## src/rtl/bypass_ctrl.sv

```systemverilog
`default_nettype none
// +--------------------------------------------------------------------------+
// | Module   : bypass_ctrl                                                   |
// | Purpose  : ID-stage operand bypass network, load-use interlock and a     |
// |            single-entry scoreboard for one outstanding long-latency op.  |
// | Ports    : clk, resetn (sync, active-low)                                |
// |            re1/re2, r1addr/r2addr, r1data/r2data, imme  - ID operands    |
// |            fwd_wreg/fwd_wraddr/fwd_ready/fwd_wrdata     - NSRC sources   |
// |                                                 (index 0 = youngest)     |
// |            long_issue/long_wraddr/long_lat/long_done    - long unit      |
// |            opr1/opr2 (resolved operands), stall_req, busy                |
// |            ld_stall_cnt/lg_stall_cnt (only with BYPASS_STALLCNT_EN)      |
// | Config   : `define BYPASS_STALLCNT_EN adds saturating stall counters.    |
// | Revision : 1.0 - initial release                                         |
// +--------------------------------------------------------------------------+
module bypass_ctrl #(
  parameter int NSRC = 2,
  parameter int DW   = 32,
  parameter int LATW = 6
) (
  input  logic                 clk,
  input  logic                 resetn,
  input  logic                 re1,
  input  logic                 re2,
  input  logic [4:0]           r1addr,
  input  logic [4:0]           r2addr,
  input  logic [DW-1:0]        r1data,
  input  logic [DW-1:0]        r2data,
  input  logic [DW-1:0]        imme,
  input  logic [NSRC-1:0]      fwd_wreg,
  input  logic [5*NSRC-1:0]    fwd_wraddr,
  input  logic [NSRC-1:0]      fwd_ready,
  input  logic [DW*NSRC-1:0]   fwd_wrdata,
  input  logic                 long_issue,
  input  logic [4:0]           long_wraddr,
  input  logic [LATW-1:0]      long_lat,
  input  logic                 long_done,
`ifdef BYPASS_STALLCNT_EN
  output logic [31:0]          ld_stall_cnt,
  output logic [31:0]          lg_stall_cnt,
`endif
  output logic [DW-1:0]        opr1,
  output logic [DW-1:0]        opr2,
  output logic                 stall_req,
  output logic                 busy
);

  localparam logic [1:0] ST_RUN     = 2'd0;
  localparam logic [1:0] ST_LDSTALL = 2'd1;
  localparam logic [1:0] ST_LGSTALL = 2'd2;

  // Returns {load_use_stall, operand}. The loop runs oldest to youngest so
  // the youngest matching source overwrites, and only its ready bit counts.
  function automatic logic [DW:0] resolve_opr(
    input logic                re,
    input logic [4:0]          addr,
    input logic [DW-1:0]       rf,
    input logic [DW-1:0]       imm,
    input logic [NSRC-1:0]     wreg,
    input logic [5*NSRC-1:0]   wa,
    input logic [NSRC-1:0]     rdy,
    input logic [DW*NSRC-1:0]  wd
  );
    logic [DW-1:0] d;
    logic          lu;
    d  = rf;
    lu = 1'b0;
    for (int i = NSRC - 1; i >= 0; i--) begin
      if (wreg[i] && (wa[5*i +: 5] == addr)) begin
        d  = wd[DW*i +: DW];
        lu = ~rdy[i];
      end
    end
    if (!re) begin
      d  = imm;
      lu = 1'b0;
    end else if (addr == 5'd0) begin
      // r0 is hard-wired zero: never forwarded, never interlocked
      d  = '0;
      lu = 1'b0;
    end
    return {lu, d};
  endfunction

  logic [DW:0]     res1, res2;
  logic            ld_haz;
  logic            lg_haz;

  logic            busy_q,    busy_d;
  logic [4:0]      sb_addr_q, sb_addr_d;
  logic [LATW-1:0] sb_cnt_q,  sb_cnt_d;
  logic [1:0]      state_q,   state_d;

  // ---------------- operand resolution and hazards ----------------
  always_comb begin
    res1 = resolve_opr(re1, r1addr, r1data, imme, fwd_wreg, fwd_wraddr,
                       fwd_ready, fwd_wrdata);
    res2 = resolve_opr(re2, r2addr, r2data, imme, fwd_wreg, fwd_wraddr,
                       fwd_ready, fwd_wrdata);
    opr1   = res1[DW-1:0];
    opr2   = res2[DW-1:0];
    ld_haz = res1[DW] | res2[DW];
    // Long hazard also covers the structural case: a second long op cannot
    // be accepted while the single scoreboard entry is occupied.
    lg_haz = (busy_q && re1 && (r1addr == sb_addr_q) && (r1addr != 5'd0)) ||
             (busy_q && re2 && (r2addr == sb_addr_q) && (r2addr != 5'd0)) ||
             (busy_q && long_issue);
    stall_req = ld_haz | lg_haz;
    busy      = busy_q;
  end

  // ---------------- scoreboard ----------------
  always_comb begin
    busy_d    = busy_q;
    sb_addr_d = sb_addr_q;
    sb_cnt_d  = sb_cnt_q;
    if (busy_q) begin
      // Issues while busy are dropped here; the issuer sees stall_req.
      sb_cnt_d = sb_cnt_q - LATW'(1);
      if (long_done || (sb_cnt_q == LATW'(1))) begin
        busy_d   = 1'b0;
        sb_cnt_d = '0;
      end
    end else if (long_issue) begin
      busy_d    = 1'b1;
      sb_addr_d = long_wraddr;
      sb_cnt_d  = (long_lat == '0) ? LATW'(1) : long_lat;
    end
  end

  always_ff @(posedge clk) begin
    if (!resetn) begin
      busy_q    <= 1'b0;
      sb_addr_q <= 5'd0;
      sb_cnt_q  <= '0;
    end else begin
      busy_q    <= busy_d;
      sb_addr_q <= sb_addr_d;
      sb_cnt_q  <= sb_cnt_d;
    end
  end

  // ---------------- stall-classification FSM ----------------
  always_ff @(posedge clk) begin
    if (!resetn) begin
      state_q <= ST_RUN;
    end else begin
      state_q <= state_d;
    end
  end

  always_comb begin
    state_d = state_q;
    case (state_q)
      ST_RUN: begin
        if (ld_haz)      state_d = ST_LDSTALL;
        else if (lg_haz) state_d = ST_LGSTALL;
      end
      ST_LDSTALL: if (!ld_haz) state_d = ST_RUN;
      ST_LGSTALL: if (!lg_haz) state_d = ST_RUN;
      default:    state_d = ST_RUN;
    endcase
  end

`ifdef BYPASS_STALLCNT_EN
  // FSM output decode; the counters are its only consumers.
  logic        in_ld, in_lg;
  logic [31:0] ld_cnt_q, ld_cnt_d;
  logic [31:0] lg_cnt_q, lg_cnt_d;

  always_comb begin
    in_ld = (state_q == ST_LDSTALL);
    in_lg = (state_q == ST_LGSTALL);
  end

  always_comb begin
    ld_cnt_d = ld_cnt_q;
    lg_cnt_d = lg_cnt_q;
    if (in_ld && (ld_cnt_q != '1)) ld_cnt_d = ld_cnt_q + 32'd1;
    if (in_lg && (lg_cnt_q != '1)) lg_cnt_d = lg_cnt_q + 32'd1;
  end

  always_ff @(posedge clk) begin
    if (!resetn) begin
      ld_cnt_q <= '0;
      lg_cnt_q <= '0;
    end else begin
      ld_cnt_q <= ld_cnt_d;
      lg_cnt_q <= lg_cnt_d;
    end
  end

  assign ld_stall_cnt = ld_cnt_q;
  assign lg_stall_cnt = lg_cnt_q;
`endif

endmodule
`default_nettype wire

```

## config.mk

```make
export PLATFORM = sky130hd
export DESIGN_NAME = bypass_ctrl
export DESIGN_NICKNAME = d
export VERILOG_FILES = /design/src/rtl/bypass_ctrl.sv
export SDC_FILE = /design/constraint.sdc
export NUM_CORES = 1
export LEC_CHECK = 0
export ABC_CLOCK_PERIOD_IN_PS = 4600
export CAP_MARGIN = 20
export CELL_PAD_IN_SITES_DETAIL_PLACEMENT = 1
export CELL_PAD_IN_SITES_GLOBAL_PLACEMENT = 1
export CORE_MARGIN = 5
export CORE_UTILIZATION = 23
export CTS_BUF_LIST = sky130_fd_sc_hd__clkbuf_2 sky130_fd_sc_hd__clkbuf_4 sky130_fd_sc_hd__clkbuf_8
export CTS_CLUSTER_SIZE = 20
export DETAILED_ROUTE_END_ITERATION = 10
export PLACE_DENSITY = 0.88
export RECOVER_POWER = 50
export REMOVE_ABC_BUFFERS = 1
export SLEW_MARGIN = 20
export SYNTH_ARGS = -nofsm -noshare
export SYNTH_HDL_FRONTEND = slang
export SYNTH_SLANG_ARGS = --single-unit
export TNS_END_PERCENT = 10
```

## constraint.sdc

```tcl
create_clock -name clk -period 4.6 [get_ports clk]
set_input_delay 0.92 -clock clk [delete_from_list [all_inputs] [get_ports clk]]
set_output_delay 0.92 -clock clk [all_outputs]
set_load 0.01 [all_outputs]
```

==> results.md <==
- Status: finished clean
- Min-Delay Endpoint: sb_cnt_q[1]
- CTS Buf Count: 3
- CP Data Required Time: 3.68 ns
- Die Footprint: 0.0159 mm²
- Syn Area/Cell: 7.26 µm²
- Synth-to-Final Area Change: 94.9%
- Vias per inst: approximately 5.6
- Met3 Use GR: 4.40%
- Die height: 126 µm
- M1 GR Usage: 26.9%
- R2r startpoint: busy
- DR iter-0 viols: ~190
- Leading cell type in the layout, fill and taps excluded: clkdlybuf4s50_1
- Clock skew: 0.000974 ns
- Gr usage total: 23.7%
- Yosys reg bits: 12
- # rows: 42
- Post-layout min period: 4.47 ns
- Seq pwr share: 15.6%
- CTS tree: built
- HPWL after detailed placement: 15.9 mm
- # DRC: 0
- EDFF count, synth: 0
- Setup TNS: 0 ns
- Final WL: 20.2 mm
- Final setup viols: 0
- Measured slew at the worst slew-check pin: between 0.8 and 0.9 ns
- Worst skew pair latency: 0.24 ns
- Clock share of power: about 12%
- Crit share post-route: a little over nine tenths
- Largest net degree at the start of global routing: 34
- Power Dens Cells: 132 mW/mm²
- Leak: 0.00213 µW
- Reg clk slew, reported paths: 0.05 ns
- Worst vdd ir: 0.142 mV
- Port-buffer cells: about 270
- Netlist cell types: 47
- CTS Sinks: 12
- Internal: 499 µW
- Routed via count: 4745
- Placed cell count: 845
- Crit start category: input port
- Hold/Removal Path Class: register to register
- Worst Path Arrival: approximately 3.6 ns
- Yosys Warn Count: 0
- Post-synthesis sequential area ratio: just under 8%
- Initial Utilization: 23.4%
- Setup Buffers After CTS: 0
- Fin. max-slew vios: 0
- Clock root buffer: clkbuf_8
- Cell count after synthesis: between 400 and 500
- Max_cap viols: 0
- R2R Setup Slk: approximately 2.9 ns
- Fmax: 224 MHz
- Fin. Hold Viols: 0
- Die width: 126 µm
- Vias in the first global route: 5299
- Switching fraction of total power: 37.4%
- Switch Pwr: 298 µW
- Htree depth: 1
- Most used flip-flop cell after synthesis: dfxtp_1
- Clk buf depth: 2
- Total grt overflow: 0
- Critical Path Sink Type: output pin
- Hold Crit Start: sb_cnt_q[1]
- Global-route wire length before repair: 30.5 mm
- Most frequent cells in the layout: clkdlybuf4s50_1 (251), nor2_1 (38), inv_1 (37), mux2i_1 (37)
- Final #Nets: between 800 and 900
- RePlAce Congestion: between 1 and 1.5
- IO Count: 267
- Antenna violations before repair: 1
- WHS Path Cells: 1
- Unrepaired setup endpoints after global routing: no
- Async SR Flop Fraction: 0%
- WL per Instance: 23.8 µm
- Crit path kind: input port to output pin
- Grt met2 use: 44.2%
- Post-synth design cell area: 0.00309 mm²
- Worst reg2reg endpoint: sb_cnt_q[3]
- Pre-CTS WS: 0.134 ns
- Hold WS: 0.563 ns
- Post-route ant nets: 0
- Max_slew headroom: 44.1%
- Core Region: 0.0132 mm²
- Layout Cells excl Fill: between 800 and 900
- Drt pass-1 iters: 5
- Combinational power share: 72.1%
- Final WS setup: 0.127 ns
- CP Max Fanout: 12
- Reg2Reg Depth: 5
- Layout cells sized above 1: 5.36%
- Busiest grt layer: met2
## final cells by class
class	count	area, µm²
diodes	1	2.50
clock buffers	3	41.3
fillers	1592	7210
inverters	38	143
multi-input cells	330	2500
flip-flops and latches	12	240
well taps	176	220
repair buffers	289	2880
## power groups by stage
stage	Sequential [µW]	Clock [µW]	Combinational (µW)
global route	125	100	610
CTS	124	96.9	580
finish	124	97.9	575
floorplan	122	0	191
global placement	124	0	560
detailed placement	126	0	578
## synthesized netlist by cell type (7+ instances only)
cell / instances / area share (%)
dfxtp_1: 12 / 7.8
o32ai_1: 32 / 9.1
mux2i_1: 37 / 12
xnor2_1: 12 / 3.4
clkbuf_1: 25 / 3.0
a32oi_1: 32 / 9.1
a211oi_1: 33 / 8.0
a21boi_0: 33 / 8.0
o21ai_0: 31 / 5.0
buf_6: 7 / 2.5
buf_2: 9 / 1.5
nor2_1: 38 / 4.6
xor2_1: 19 / 5.4
nor2b_1: 11 / 2.2
inv_1: 37 / 4.5
## critical path, stage by stage
cell	delay, ns
clkdlybuf4s50_1	0.61
xor2_1	0.27
nor4_2	0.08
and3_1	0.20
nand2b_2	0.30
clkbuf_2	0.29
o21ai_0	0.29
clkdlybuf4s50_1	0.59
## sequential cells by signal, summed over array words and instances, names as in the netlist
signal     count
sb_cnt_q       6
busy           1
sb_addr_q      5
## worst max path at each step
stage,from,endpoint,slack [ns],depth (start not counted)
finish,r1addr[2],opr1[2],0.13,8
global route,r1addr[4],opr1[2],0.02,8
CTS,r2addr[1],opr2[3],0.14,8
detailed placement,r2addr[1],opr2[11],0.13,8
global placement,r2addr[1],opr2[11],0.18,8
floorplan,re1,opr1[30],-0.06,4
## logic make-up after synthesis
| logic type | count (synthesis) | synth area share, % |
|---|---|---|
| AOI/OAI and AO/OA | 180 | 43.8 |
| adders and majority gates | 2 | 0.809 |
| and+or+nand+nor | 78 | 13.4 |
| xor gates and xnor gates | 32 | 9.30 |
| DFF | 12 | 7.76 |
| muxes | 38 | 12.3 |
| buffers and inverters | 84 | 12.6 |
## what timing repair did
| action | in CTS | in global routing |
|---|---|---|
| gates resized for setup | 0 | 1 |
| hold buffers | 0 | 0 |
| setup endpoints to repair | 0 | 5 |
## per-stage QoR
stage | total power, µW | cell area (µm²) | util (%)
after floorplan | 314 | 2850 | -
after global placement | 685 | 5980 | 45.2
after detailed placement | 703 | 5980 | 45.2
after CTS | 801 | 6020 | 45.5
after global routing | 835 | 6030 | 45.5
final | 797 | 6030 | 45.5
## layer usage
layer | part of all wire [%] | wire length [µm]
met1 | 39 | 7880
met2 | 52 | 10500
met3 | 6.4 | 1290
met4 | 2.9 | 587
met5 | 0 | 0
Power figures use the tool's default switching activity.
